<file path="src/rtl/logic16_rr_arbiter_if.sv">
// Requester-side bus of the shared 16-bit logic unit arbiter: per-requester
// request/operand lanes plus the grant/result return path.
interface logic16_rr_arbiter_if #(
  parameter int NREQ  = 4,
  parameter int WIDTH = 16,
  localparam int IDW  = $clog2(NREQ)
);
  logic [NREQ-1:0]       req;
  logic [NREQ*WIDTH-1:0] op_a;
  logic [NREQ*WIDTH-1:0] op_b;
  logic [NREQ*2-1:0]     opcode;
  logic [NREQ-1:0]       gnt;
  logic                  busy;
  logic                  res_valid;
  logic [WIDTH-1:0]      res_data;
  logic [IDW-1:0]        res_id;

  modport master (
    output req, op_a, op_b, opcode,
    input  gnt, busy, res_valid, res_data, res_id
  );

  modport slave (
    input  req, op_a, op_b, opcode,
    output gnt, busy, res_valid, res_data, res_id
  );
endinterface

</file>
<file path="src/rtl/logic16_rr_arbiter.sv">
// Round-robin sequencer sharing one bitwise NOT/AND/OR/XOR unit among NREQ requesters.
// Define LOGIC16_ARB_STATS_EN to add the op_count completed-operation counter port.
//
// state | meaning
// IDLE  | no op in flight; arbitrate on req, latch winner's operands
// EXEC  | compute result from latched operands, grant held
// RESP  | res_valid strobe for one cycle, grant held
module logic16_rr_arbiter #(
  parameter int NREQ  = 4,
  parameter int WIDTH = 16,
  localparam int IDW  = $clog2(NREQ)
) (
  input  logic clk,
  input  logic reset,
`ifdef LOGIC16_ARB_STATS_EN
  output logic [15:0] op_count,
`endif
  logic16_rr_arbiter_if.slave bus
);

  typedef enum logic [1:0] {
    IDLE = 2'd0,
    EXEC = 2'd1,
    RESP = 2'd2
  } state_t;

  localparam logic [1:0] OP_NOT = 2'b00;
  localparam logic [1:0] OP_AND = 2'b01;
  localparam logic [1:0] OP_OR  = 2'b10;
  localparam logic [1:0] OP_XOR = 2'b11;

  state_t            state_q;
  logic [IDW-1:0]    rr_ptr_q;
  logic [IDW-1:0]    win_q;
  logic [NREQ-1:0]   gnt_q;
  logic [WIDTH-1:0]  a_q;
  logic [WIDTH-1:0]  b_q;
  logic [1:0]        opc_q;
  logic              res_valid_q;
  logic [WIDTH-1:0]  res_data_q;
  logic [IDW-1:0]    res_id_q;

  logic [IDW-1:0]    win_d;
  logic              found_d;
  logic [WIDTH-1:0]  result_d;

  // Search starts just after the last winner so every requester gets a turn.
  always_comb begin
    win_d   = '0;
    found_d = 1'b0;
    for (int k = 1; k <= NREQ; k++) begin
      if (!found_d && bus.req[(int'(rr_ptr_q) + k) % NREQ]) begin
        found_d = 1'b1;
        win_d   = IDW'((int'(rr_ptr_q) + k) % NREQ);
      end
    end
  end

  always_comb begin
    result_d = '0;
    case (opc_q)
      OP_NOT:  result_d = ~a_q;
      OP_AND:  result_d = a_q & b_q;
      OP_OR:   result_d = a_q | b_q;
      OP_XOR:  result_d = a_q ^ b_q;
      default: result_d = '0;
    endcase
  end

  always_ff @(posedge clk) begin
    if (reset) begin
      state_q     <= IDLE;
      rr_ptr_q    <= IDW'(NREQ - 1);
      win_q       <= '0;
      gnt_q       <= '0;
      a_q         <= '0;
      b_q         <= '0;
      opc_q       <= '0;
      res_valid_q <= 1'b0;
      res_data_q  <= '0;
      res_id_q    <= '0;
    end else begin
      case (state_q)
        IDLE: begin
          res_valid_q <= 1'b0;
          if (found_d) begin
            a_q      <= bus.op_a[int'(win_d)*WIDTH +: WIDTH];
            b_q      <= bus.op_b[int'(win_d)*WIDTH +: WIDTH];
            opc_q    <= bus.opcode[int'(win_d)*2 +: 2];
            win_q    <= win_d;
            rr_ptr_q <= win_d;
            gnt_q    <= NREQ'(1) << win_d;
            state_q  <= EXEC;
          end else begin
            gnt_q <= '0;
          end
        end
        EXEC: begin
          res_data_q  <= result_d;
          res_id_q    <= win_q;
          res_valid_q <= 1'b1;
          state_q     <= RESP;
        end
        RESP: begin
          res_valid_q <= 1'b0;
          gnt_q       <= '0;
          state_q     <= IDLE;
        end
        default: begin
          res_valid_q <= 1'b0;
          gnt_q       <= '0;
          state_q     <= IDLE;
        end
      endcase
    end
  end

  assign bus.gnt       = gnt_q;
  assign bus.busy      = (state_q != IDLE);
  assign bus.res_valid = res_valid_q;
  assign bus.res_data  = res_data_q;
  assign bus.res_id    = res_id_q;

`ifdef LOGIC16_ARB_STATS_EN
  logic [15:0] op_count_q;

  always_ff @(posedge clk) begin
    if (reset) begin
      op_count_q <= '0;
    end else if (res_valid_q) begin
      op_count_q <= op_count_q + 16'd1;
    end
  end

  assign op_count = op_count_q;
`else
  localparam bit STATS_EN = 1'b0;
`endif

endmodule

</file>
<file path="src/flat_wrapper.sv">
// flat-port wrapper written by rule: the top's interface ports become plain ports
module logic16_rr_arbiter_flat 
#(
  parameter int NREQ  = 4,
  parameter int WIDTH = 16,
  localparam int IDW  = $clog2(NREQ)
)
  (clk, reset, bus_req, bus_op_a, bus_op_b, bus_opcode, bus_gnt, bus_busy, bus_res_valid, bus_res_data, bus_res_id);
  logic16_rr_arbiter_if #(.NREQ(NREQ), .WIDTH(WIDTH)) bus_i ();
  input  logic clk;
  input  logic reset;
  input wire logic [$bits(bus_i.req)-1:0] bus_req;
  input wire logic [$bits(bus_i.op_a)-1:0] bus_op_a;
  input wire logic [$bits(bus_i.op_b)-1:0] bus_op_b;
  input wire logic [$bits(bus_i.opcode)-1:0] bus_opcode;
  output wire logic [$bits(bus_i.gnt)-1:0] bus_gnt;
  output wire logic [$bits(bus_i.busy)-1:0] bus_busy;
  output wire logic [$bits(bus_i.res_valid)-1:0] bus_res_valid;
  output wire logic [$bits(bus_i.res_data)-1:0] bus_res_data;
  output wire logic [$bits(bus_i.res_id)-1:0] bus_res_id;
  assign bus_i.req = bus_req;
  assign bus_i.op_a = bus_op_a;
  assign bus_i.op_b = bus_op_b;
  assign bus_i.opcode = bus_opcode;
  assign bus_gnt = bus_i.gnt;
  assign bus_busy = bus_i.busy;
  assign bus_res_valid = bus_i.res_valid;
  assign bus_res_data = bus_i.res_data;
  assign bus_res_id = bus_i.res_id;
  logic16_rr_arbiter #(.NREQ(NREQ), .WIDTH(WIDTH)) u_core (.clk(clk), .reset(reset), .bus(bus_i));
endmodule
</file>
<file path="config.mk">
export PLATFORM = sky130hd
export DESIGN_NAME = logic16_rr_arbiter_flat
export DESIGN_NICKNAME = d
export VERILOG_FILES = /design/src/rtl/logic16_rr_arbiter_if.sv /design/src/rtl/logic16_rr_arbiter.sv /design/src/flat_wrapper.sv
export SDC_FILE = /design/constraint.sdc
export NUM_CORES = 1
export LEC_CHECK = 0
export ABC_AREA = 1
export CORE_MARGIN = 2
export CORE_UTILIZATION = 49
export CTS_BUF_LIST = sky130_fd_sc_hd__clkbuf_16
export DETAILED_ROUTE_END_ITERATION = 8
export PLACE_DENSITY_LB_ADDON = 0.15
export RECOVER_POWER = 50
export SLEW_MARGIN = 20
export SYNTH_ARGS = -nofsm -noshare
export SYNTH_HDL_FRONTEND = slang
export SYNTH_SLANG_ARGS = --single-unit
</file>
<file path="constraint.sdc">
create_clock -name clk -period 4.8 [get_ports clk]
set_clock_uncertainty 0.15 [all_clocks]
set_input_delay 0.48 -clock clk [delete_from_list [all_inputs] [get_ports clk]]
set_output_delay 0.48 -clock clk [all_outputs]
set_load 0.01 [all_outputs]
</file>
# Word level (Yosys, flattened, before mapping)
# Index checks and enable logic that the tools add are counted.
# Widths: inputs -> output; s select.
dict set report totals {
  register_bits 63
  output_inout_bits 24
  elab_cells 75
}
dict set report op_classes {
  magnitude_cmp 4
  n_addsub 4
  n_reduce_logical 14
  n_bitwise 8
  eq_ne 5
  shift 4
  mux 26
}
# op count
set op_table {}
lappend op_table {{$shiftx 64x7->16} 2}
lappend op_table {{$pmux 16 s4} 1}
lappend op_table {{$and 16x16->16} 1}
lappend op_table {{$lt 3x4->1 const B} 4}
lappend op_table {{$not 16->16} 1}
lappend op_table {{$or 16x16->16} 1}
lappend op_table {{$xor 16x16->16} 1}
lappend op_table {{$mux 1} 13}
lappend op_table {{$mux 2} 5}
lappend op_table {{$bmux 1 s2} 4}
lappend op_table {{$pmux 4 s2} 1}
lappend op_table {{$reduce_or 2->1} 4}
lappend op_table {{$shiftx 8x4->2} 1}
lappend op_table {{$add 2x1->2 const B} 2}
lappend op_table {{$add 2x2->2 const B} 2}
lappend op_table {{$and 1x1->1 const A} 4}
lappend op_table {{$eq 2x1->1 const B} 2}
lappend op_table {{$eq 2x2->1 const B} 2}
lappend op_table {{$logic_not 2->1} 2}
lappend op_table {{$mux 4} 1}
lappend op_table {{$pmux 2 s2} 1}
lappend op_table {{$shl 1x2->4 const A} 1}
lappend op_table {{$logic_and 1x1->1} 3}
lappend op_table {{$logic_not 1->1} 3}
lappend op_table {{3 further kinds} 3}

# Depth between registers and ports, before layout
# Gate-level depths: netlist of run 1.
dict set report depth {
  ltp_word 19
  mapped_depth 17
}

# Worst setup path before layout of run 1
# No wires, ideal clock.
dict set report synth_path {
  kind {in2reg}
  from {in bus_req[3]}
  to {reg u_core.rr_ptr_q[0]}
  t_required_ps 4514
  setup_time_ps 136
  slack_ps 2882
  path_stages 12
  arrival_time_ps 1633
  n_path_buf 2
  cell_sequence {nand2_1 > nand2_1 > nand2_1 > nand2_2 > nor2_8 > nand4_1 > nand2_2 > inv_2 > buf_4 > buf_4 > nand2_1 > o211ai_1}
}
dict set report synth_between {
  elab_chain_cells 14
}
# element line
set synth_rtl {}
lappend synth_rtl {{start: declaration} flat_wrapper.sv:12} ;# input wire logic [$bits(bus_i.req)-1:0] bus_req;
lappend synth_rtl {{$bmux 1 s2} logic16_rr_arbiter.sv:52} ;# if (!found_d && bus.req[(int'(rr_ptr_q) + k) % NREQ]) begin
lappend synth_rtl {{$mux 1 (implied by the code) (2 in a row)} logic16_rr_arbiter.sv:52}
lappend synth_rtl {{$mux 1} logic16_rr_arbiter.sv:52}
lappend synth_rtl {{$logic_not 1->1} logic16_rr_arbiter.sv:52}
lappend synth_rtl {{$logic_and 1x1->1} logic16_rr_arbiter.sv:52}
lappend synth_rtl {{$mux 1} logic16_rr_arbiter.sv:52}
lappend synth_rtl {{$logic_not 1->1} logic16_rr_arbiter.sv:52}
lappend synth_rtl {{$logic_and 1x1->1} logic16_rr_arbiter.sv:52}
lappend synth_rtl {{$mux 1} logic16_rr_arbiter.sv:52}
lappend synth_rtl {{$logic_not 1->1} logic16_rr_arbiter.sv:52}
lappend synth_rtl {{$logic_and 1x1->1} logic16_rr_arbiter.sv:52}
lappend synth_rtl {{$mux 1} logic16_rr_arbiter.sv:52}
lappend synth_rtl {{$reduce_and 2->1 (no line)} -}
lappend synth_rtl {{end signal: assignment} logic16_rr_arbiter.sv:73} ;# rr_ptr_q <= IDW'(NREQ - 1);
lappend synth_rtl {{end signal: assignment} logic16_rr_arbiter.sv:91} ;# rr_ptr_q <= win_d;
lappend synth_rtl {{end: declaration} logic16_rr_arbiter.sv:33} ;# logic [IDW-1:0] rr_ptr_q;
# Several ways; a longest one is shown, not always the timed one. The select of a mux whose other input is x is not followed.
# A chain may end at the register's enable or synchronous reset.

# Worst setup path after layout of run 1
dict set report layout_path {
  from {in bus_req[0]}
  to {reg u_core.a_q[4]}
}
dict set report layout_between {
  elab_chain_cells 14
}
# element line
set layout_rtl {}
lappend layout_rtl {{$bmux 1 s2} logic16_rr_arbiter.sv:52}
lappend layout_rtl {{$mux 1 (implied by the code) (2 in a row)} logic16_rr_arbiter.sv:52}
lappend layout_rtl {{$mux 1} logic16_rr_arbiter.sv:52}
lappend layout_rtl {{$logic_not 1->1} logic16_rr_arbiter.sv:52}
lappend layout_rtl {{$logic_and 1x1->1} logic16_rr_arbiter.sv:52}
lappend layout_rtl {{$mux 1} logic16_rr_arbiter.sv:52}
lappend layout_rtl {{$logic_not 1->1} logic16_rr_arbiter.sv:52}
lappend layout_rtl {{$logic_and 1x1->1} logic16_rr_arbiter.sv:52}
lappend layout_rtl {{$mux 1} logic16_rr_arbiter.sv:52}
lappend layout_rtl {{$logic_not 1->1} logic16_rr_arbiter.sv:52}
lappend layout_rtl {{$logic_and 1x1->1} logic16_rr_arbiter.sv:52}
lappend layout_rtl {{$mux 2 or $mux 1 (tied branches)} logic16_rr_arbiter.sv:52}
lappend layout_rtl {{$shiftx 64x7->16 or $reduce_and 2->1 (tied branches)} -}
lappend layout_rtl {{end signal: assignment} logic16_rr_arbiter.sv:87} ;# a_q <= bus.op_a[int'(win_d)*WIDTH +: WIDTH];
lappend layout_rtl {{end: declaration} logic16_rr_arbiter.sv:36} ;# logic [WIDTH-1:0] a_q;
# Several ways; a longest one is shown, not always the timed one. The select of a mux whose other input is x is not followed.

==> results of run 1 <==
layer usage:
metal | vias to the layer above | GRT usage (%) | wire (um)
li1 | 2580 | - | -
met1 | 2364 | 35.1 | 5870
met2 | 230 | 47.7 | 6660
met3 | 34 | 4.65 | 1030
met4 | 0 | 10.5 | 388
met5 | - | 0 | 0
flip-flops by register name (all words and copies together), names as in the netlist:
register and flops:
u_core.bus.res_data 16, u_core.win_q 2, u_core.bus.res_valid 1, u_core.bus.gnt 4, u_core.rr_ptr_q 2, u_core.b_q 16
u_core.bus.res_id 2, u_core.state_q 2, u_core.opc_q 2, u_core.a_q 16
kinds of logic after synthesis:
family          after synthesis
simple gates                389
compound gates              111
fa+ha+maj                    32
flops                        63
buf+inv                     110
final cells by class:
class	count	share of cell area, %
multi-input cells	532	43.4
well taps	111	2.15
clock inverters	7	1.88
flip-flops and latches	63	19.5
inverters	65	3.85
repair buffers	166	25.7
clock buffers	9	3.49
layout by cell type (no fill, tap or decap), types with 3 or more instances in the layout:
master and instances:
a21oi_1 41, a221oi_1 13, bufinv_16 3, clkbuf_16 9, clkdlybuf4s50_1 140, clkinvlp_4 3, dfxtp_1 63, dlygate4sd3_1 25
ha_1 32, inv_1 60, inv_2 3, nand2_1 194, nand2_2 5, nand2_4 3, nand3_1 109, nand3_2 11
nor2_1 57, nor2_2 3, o21ai_0 47
critical path: stages:
cell	delay, ns
dlygate4sd3_1	0.57
nand2_1	0.07
nand2_1	0.17
nand2_1	0.07
nand2_1	0.11
inv_2	0.06
nand4_1	0.08
nand2_1	0.40
inv_1	1.30
nand3_1	0.31
nand2_1	0.14
inv_1	0.04
through the flow:
stage	setup slack [ns]	hold WS (ns)	total power, W	std cells	util, %
after floorplan	2.88	0.269	0.00317	705	-
final	1.02	0.302	0.00450	953	70.6
after detailed placement	1.23	0.293	0.00375	937	66.8
after global placement	1.31	0.281	0.00369	937	66.8
after CTS	1.55	0.307	0.00452	953	70.6
after global routing	0.611	0.329	0.00492	953	70.6
power by group:
part | total (W) | internal (W) | switching [W] | leakage, nW
clock | 0.000746 | 0.000507 | 0.000239 | 0.158
sequential | 0.000892 | 0.000730 | 0.000162 | 0.521
combinational | 0.00286 | 0.000977 | 0.00188 | 2.35
total | 0.00450 | 0.00221 | 0.00228 | 3.03
worst paths after layout:
kind | endpoint | slack (ns) | depth (start not counted)
setup / recovery | u_core.a_q[4] | 1.02 | 12
hold reg to reg | u_core.bus.res_id[1] | 0.30 | 2
setup reg to reg | u_core.a_q[4] | 1.17 | 11
hold / removal | u_core.bus.res_id[1] | 0.30 | 2
==> results.sh, run 1 <==
export IMPL_status="complete, but fails checks"
export IMPL_violations="max-capacitance violations, max-slew violations"
export IMPL_syn_to_final_growth_pct=40.5
export IMPL_n_antenna_cell=0
export IMPL_r2r_start="u_core.rr_ptr_q[0]"
export IMPL_cts_hold_buffers=0
export IMPL_clkLatencyLatePin_ns=0.33
export IMPL_multi_input_area_um2=2810
export IMPL_wire_per_inst_um=14.6
export IMPL_synth_simple_gate_area_share_pct=38.7
export IMPL_post_cts_buffers=0
export IMPL_start_util_pct=50.2
export IMPL_fmax_mhz=264
export IMPL_cp_arrival_ns=3.86
export IMPL_antenna_found_initial=0
export IMPL_hp_class="reg -> reg"
export IMPL_path_class="in -> reg"
export IMPL_vias_per_cell=5.46
export IMPL_grt_pass1_wl_mm=22.6
export IMPL_die_h_um=101
export IMPL_finalMaxSlewViolations=59
export IMPL_place_area_um2=6120
export IMPL_grt_usage_pct=27.9
export IMPL_numCtsBuffers=9
export IMPL_clk_path_buf_depth=2
export IMPL_finalSetupViolations=0
export IMPL_hp_start="u_core.win_q[1]"
export IMPL_drive_above_1_share_pct=5.82
export IMPL_fin_crit_sh_pct=78.8
export IMPL_post_route_min_period_ns=3.78
export IMPL_netlist_area_leader_share_pct=27.4
export IMPL_cts_resized=0
export IMPL_rsz0062_at_grt="no"
export IMPL_peakVddDrop_uv=544
export IMPL_slew_headroom_pct=-3.57
export IMPL_cp_data_required_time_ns=4.88
export IMPL_leakage_nw=3.03
export IMPL_overflow=0
export IMPL_nets=1011
export IMPL_synth_xor_area_share_pct=0
export IMPL_yosys_warnings=0
export IMPL_final_area_um2=6460
export IMPL_ios=166
export IMPL_regArea_um2=1260
export IMPL_grt_max_degree=72
export IMPL_worst_setup_path_start_kind="input pin"
export IMPL_die_x_um=101
export IMPL_synthArstFlopShare_pct=0
export IMPL_synth_area_mux_share_pct=0
export IMPL_n_fill_cell=764
export IMPL_synth_cell_types=32
export IMPL_fp_row_count=35
export IMPL_synth_commonest_cells="192 x nand2_1, 109 x nand3_1, 63 x dfxtp_1"
export IMPL_drv_cap=1
export IMPL_tightest_slew_ns=1.55
export IMPL_place_gp_congestion=0.897
export IMPL_critPathMaxFanout=58
export IMPL_root_buffer="clkbuf_16"
export IMPL_drcViolationCount=0
export IMPL_htree_levels=3
export IMPL_synthFlopType="dfxtp_1"
export IMPL_tritoncts="yes"
export IMPL_die_area_um2=10200
export IMPL_synth_top_family_by_area="simple AND/OR/NAND/NOR gates"
export IMPL_synth_edf_count=0
export IMPL_synth_most_common_cell="nand2_1"
export IMPL_synth_top_cells_by_area="dfxtp_1 27%, nand2_1 16%, nand3_1 12%"
export IMPL_wl_mm=13.9
export IMPL_place_hpwl_mm=10.3
export IMPL_avgSynthCellArea_um2=6.52
export IMPL_clkTransAtPathRegs_ns=0.05
export IMPL_vias=5208
export IMPL_synth_seq_cells=63
export IMPL_yosysSeqAreaShare_pct=27.4
export IMPL_power_density_nw_per_um2=696
export IMPL_first_pass_iters=5
export IMPL_synth_area_um2=4600
export IMPL_worstSetupStartpoint="bus_req[0]"
export IMPL_finalSetupTns_ns=0
export IMPL_yosysTopAreaCell="dfxtp_1"
export IMPL_hold_viol=0
export IMPL_antenna_left=0
export IMPL_synth_compound_area_share_pct=13.7
export IMPL_clock_sinks=63
export IMPL_synthAdderAreaFrac_pct=8.71
export IMPL_first_iter_violations=269
export IMPL_io_buffers=165
export IMPL_end_kind="flop"
export IMPL_grt_pass1_vias=4984
export IMPL_core_um2=9150
export IMPL_syn_inst=705
export IMPL_syn_nets=879
Note: power is estimated with default switching activity, not from simulation.
==> inputs of run 2 (changes only) <==
CORE_UTILIZATION = 41   (was 49)
clock period = 3.3 ns   (was 4.8 ns; I/O delays follow)
==> results.sh, run 2 (synthesis gave the netlist of run 1 again) <==
export IMPL_ff2ff_path_depth=9
export IMPL_whs_ns=0.303
export IMPL_htree_levels=3
export IMPL_cp_slowest_stage_delay_ns=0.48
export IMPL_hp_class="reg -> reg"
export IMPL_drv_cap=0
export IMPL_detailedPlace_worstSlack_ns=0.401
export IMPL_cp_data_required_time_ns=3.40
export IMPL_dp_cells=979
export IMPL_core_um2=10900
export IMPL_cts_hold_buffers=0
export IMPL_slew_headroom_pct=30.6
export IMPL_final_util_pct=60.5
export IMPL_place_hpwl_mm=11.7
export IMPL_cp_arrival_ns=2.92
export IMPL_post_cts_buffers=0
export IMPL_status="completed"
export IMPL_vias_per_cell=5.35
export IMPL_io_buffers=165
export IMPL_critPathMaxFanout=20
export IMPL_wire_per_inst_um=15.2
export IMPL_finalMaxSlewViolations=0
export IMPL_post_route_min_period_ns=2.82
export IMPL_place_gp_congestion=0.929
export IMPL_sw_frac_of_total_pct=50.7
export IMPL_end_kind="flop"
export IMPL_intPower_w=0.00330
export IMPL_clock_sinks=63
export IMPL_vias=5325
export IMPL_first_pass_iters=7
export IMPL_clk_path_buf_depth=2
export IMPL_worst_setup_path_start_kind="flop"
export IMPL_root_buffer="clkbuf_16"
export IMPL_nets=1024
export IMPL_combPwrFrac_pct=66.0
export IMPL_antenna_found_initial=0
export IMPL_tritoncts="yes"
export IMPL_die_x_um=110
export IMPL_antenna_left=0
export IMPL_start_util_pct=42.2
export IMPL_fmax_mhz=355
export IMPL_grt_pass1_vias=5217
export IMPL_r2r_start="u_core.state_q[0]"
export IMPL_crit_path_cell_trace="inv_1 > nor2_1 > clkbuf_1 > inv_1 > clkbuf_1 > nor2_1 > clkbuf_1 > o21ai_0 > o21ai_0"
export IMPL_syn_to_final_growth_pct=43.3
export IMPL_hold_path_end="u_core.bus.gnt[2]"
export IMPL_leakage_nw=3.09
export IMPL_finalSetupTns_ns=0
export IMPL_ios=166
export IMPL_rsz0062_at_grt="no"
export IMPL_fp_row_count=38
export IMPL_tightest_slew_ns=1.04
export IMPL_grt_usage_pct=26.4
export IMPL_first_iter_violations=417
export IMPL_r2r_slack_ns=0.48
export IMPL_grt_pass1_wl_mm=25.1
export IMPL_n_antenna_cell=0
export IMPL_rr_endpoint="u_core.bus.res_data[9]"
export IMPL_power_switching_w=0.00339
export IMPL_wl_mm=15.2
export IMPL_clkPwrFrac_pct=14.8
export IMPL_cts_resized=0
export IMPL_die_area_um2=12100
export IMPL_path_common_cell="clkbuf_1"
export IMPL_die_h_um=110
export IMPL_power_density_nw_per_um2=1020
export IMPL_overflow=0
export IMPL_path_class="reg -> reg"
export IMPL_mostFrequentLayoutCells="192 x nand2_1, 141 x clkdlybuf4s50_1, 109 x nand3_1"
export IMPL_layout_setup_ws_ns=0.483
export IMPL_crit_slowest_cell="nor2_1"
export IMPL_clkTransAtPathRegs_ns=0.05
export IMPL_whs_path_depth=2
export IMPL_peakVddDrop_uv=573
export IMPL_fin_crit_sh_pct=85.4
export IMPL_seq_power_share_pct=19.3
export IMPL_clkLatencyLatePin_ns=0.33
export IMPL_hp_start="u_core.bus.gnt[2]"
export IMPL_drive_above_1_share_pct=6.90
export IMPL_final_common_cell="nand2_1"
export IMPL_hold_viol=0
export IMPL_drcViolationCount=0
export IMPL_numCtsBuffers=9
export IMPL_finalSetupViolations=0
export IMPL_grt_max_degree=53
export IMPL_final_instance_count_excl_fill=995
[run 2: cell types whose count changed in the layout (fill, tap and decap cells not counted)]
cell,previous run,this run
nand2_1,194,192
inv_2,3,4
clkdlybuf4s50_1,140,141
nand2_2,5,7
clkinv_2,0,1
clkbuf_1,0,4
dlygate4sd3_1,25,24
buf_12,0,3
inv_1,60,61
clkinvlp_4,3,1
buf_4,1,7
bufinv_16,3,2
[run 2: worst max-delay path by stage]
stage	start	to	slack, ns	cells after the start
final	u_core.state_q[0]	u_core.bus.res_data[9]	0.48	9
after global routing	u_core.rr_ptr_q[0]	u_core.a_q[0]	0.28	14
after detailed placement	bus_req[0]	u_core.a_q[7]	0.40	14
after floorplan	u_core.rr_ptr_q[0]	u_core.a_q[15]	1.39	14
after global placement	bus_req[2]	u_core.b_q[4]	0.50	14
after CTS	u_core.rr_ptr_q[0]	u_core.b_q[4]	0.59	14
[run 2: area by class of cell]
| type | count | area (um^2) |
|---|---|---|
| inverters | 65 | 249 |
| multi-input cells | 532 | 2810 |
| flip-flops and latches | 63 | 1260 |
| repair buffers | 179 | 1780 |
| clock buffers | 9 | 225 |
| well taps | 140 | 175 |
| clock inverters | 7 | 88.8 |
| fillers | 1014 | 4300 |
[run 2: per-stage QoR]
| stage | total power, W | cell area [um^2] |
|---|---|---|
| global route | 0.00736 | 6590 |
| CTS | 0.00676 | 6600 |
| detailed placement | 0.00573 | 6290 |
| floorplan | 0.00461 | 4600 |
| finish | 0.00669 | 6590 |
| global placement | 0.00563 | 6290 |
[run 2: critical path: cells and delay by family, from the launching register on]
kind	cells	cell delay, ns
compound gates	2	0.34
simple gates	2	0.56
buf+inv	5	1.34
flops	1	0.34
[run 2: layer usage]
metal / wire, um / GRT usage [%] / share of wire [%] / vias to the layer above
met1: 6380 / 32.9 / 42 / 2439
met2: 7420 / 46.0 / 49 / 254
li1: - / - / - / 2605
met4: 297 / 8.59 / 2.0 / 0
met5: 0 / 0 / 0 / -
met3: 1080 / 4.45 / 7.1 / 27
[run 2: power groups by stage]
stage	logic, W	clock network [W]	registers [W]
floorplan	0.00336	0	0.00125
global placement	0.00434	0	0.00129
detailed placement	0.00444	0	0.00130
CTS	0.00447	0.00100	0.00129
global route	0.00500	0.00104	0.00132
finish	0.00441	0.000990	0.00129
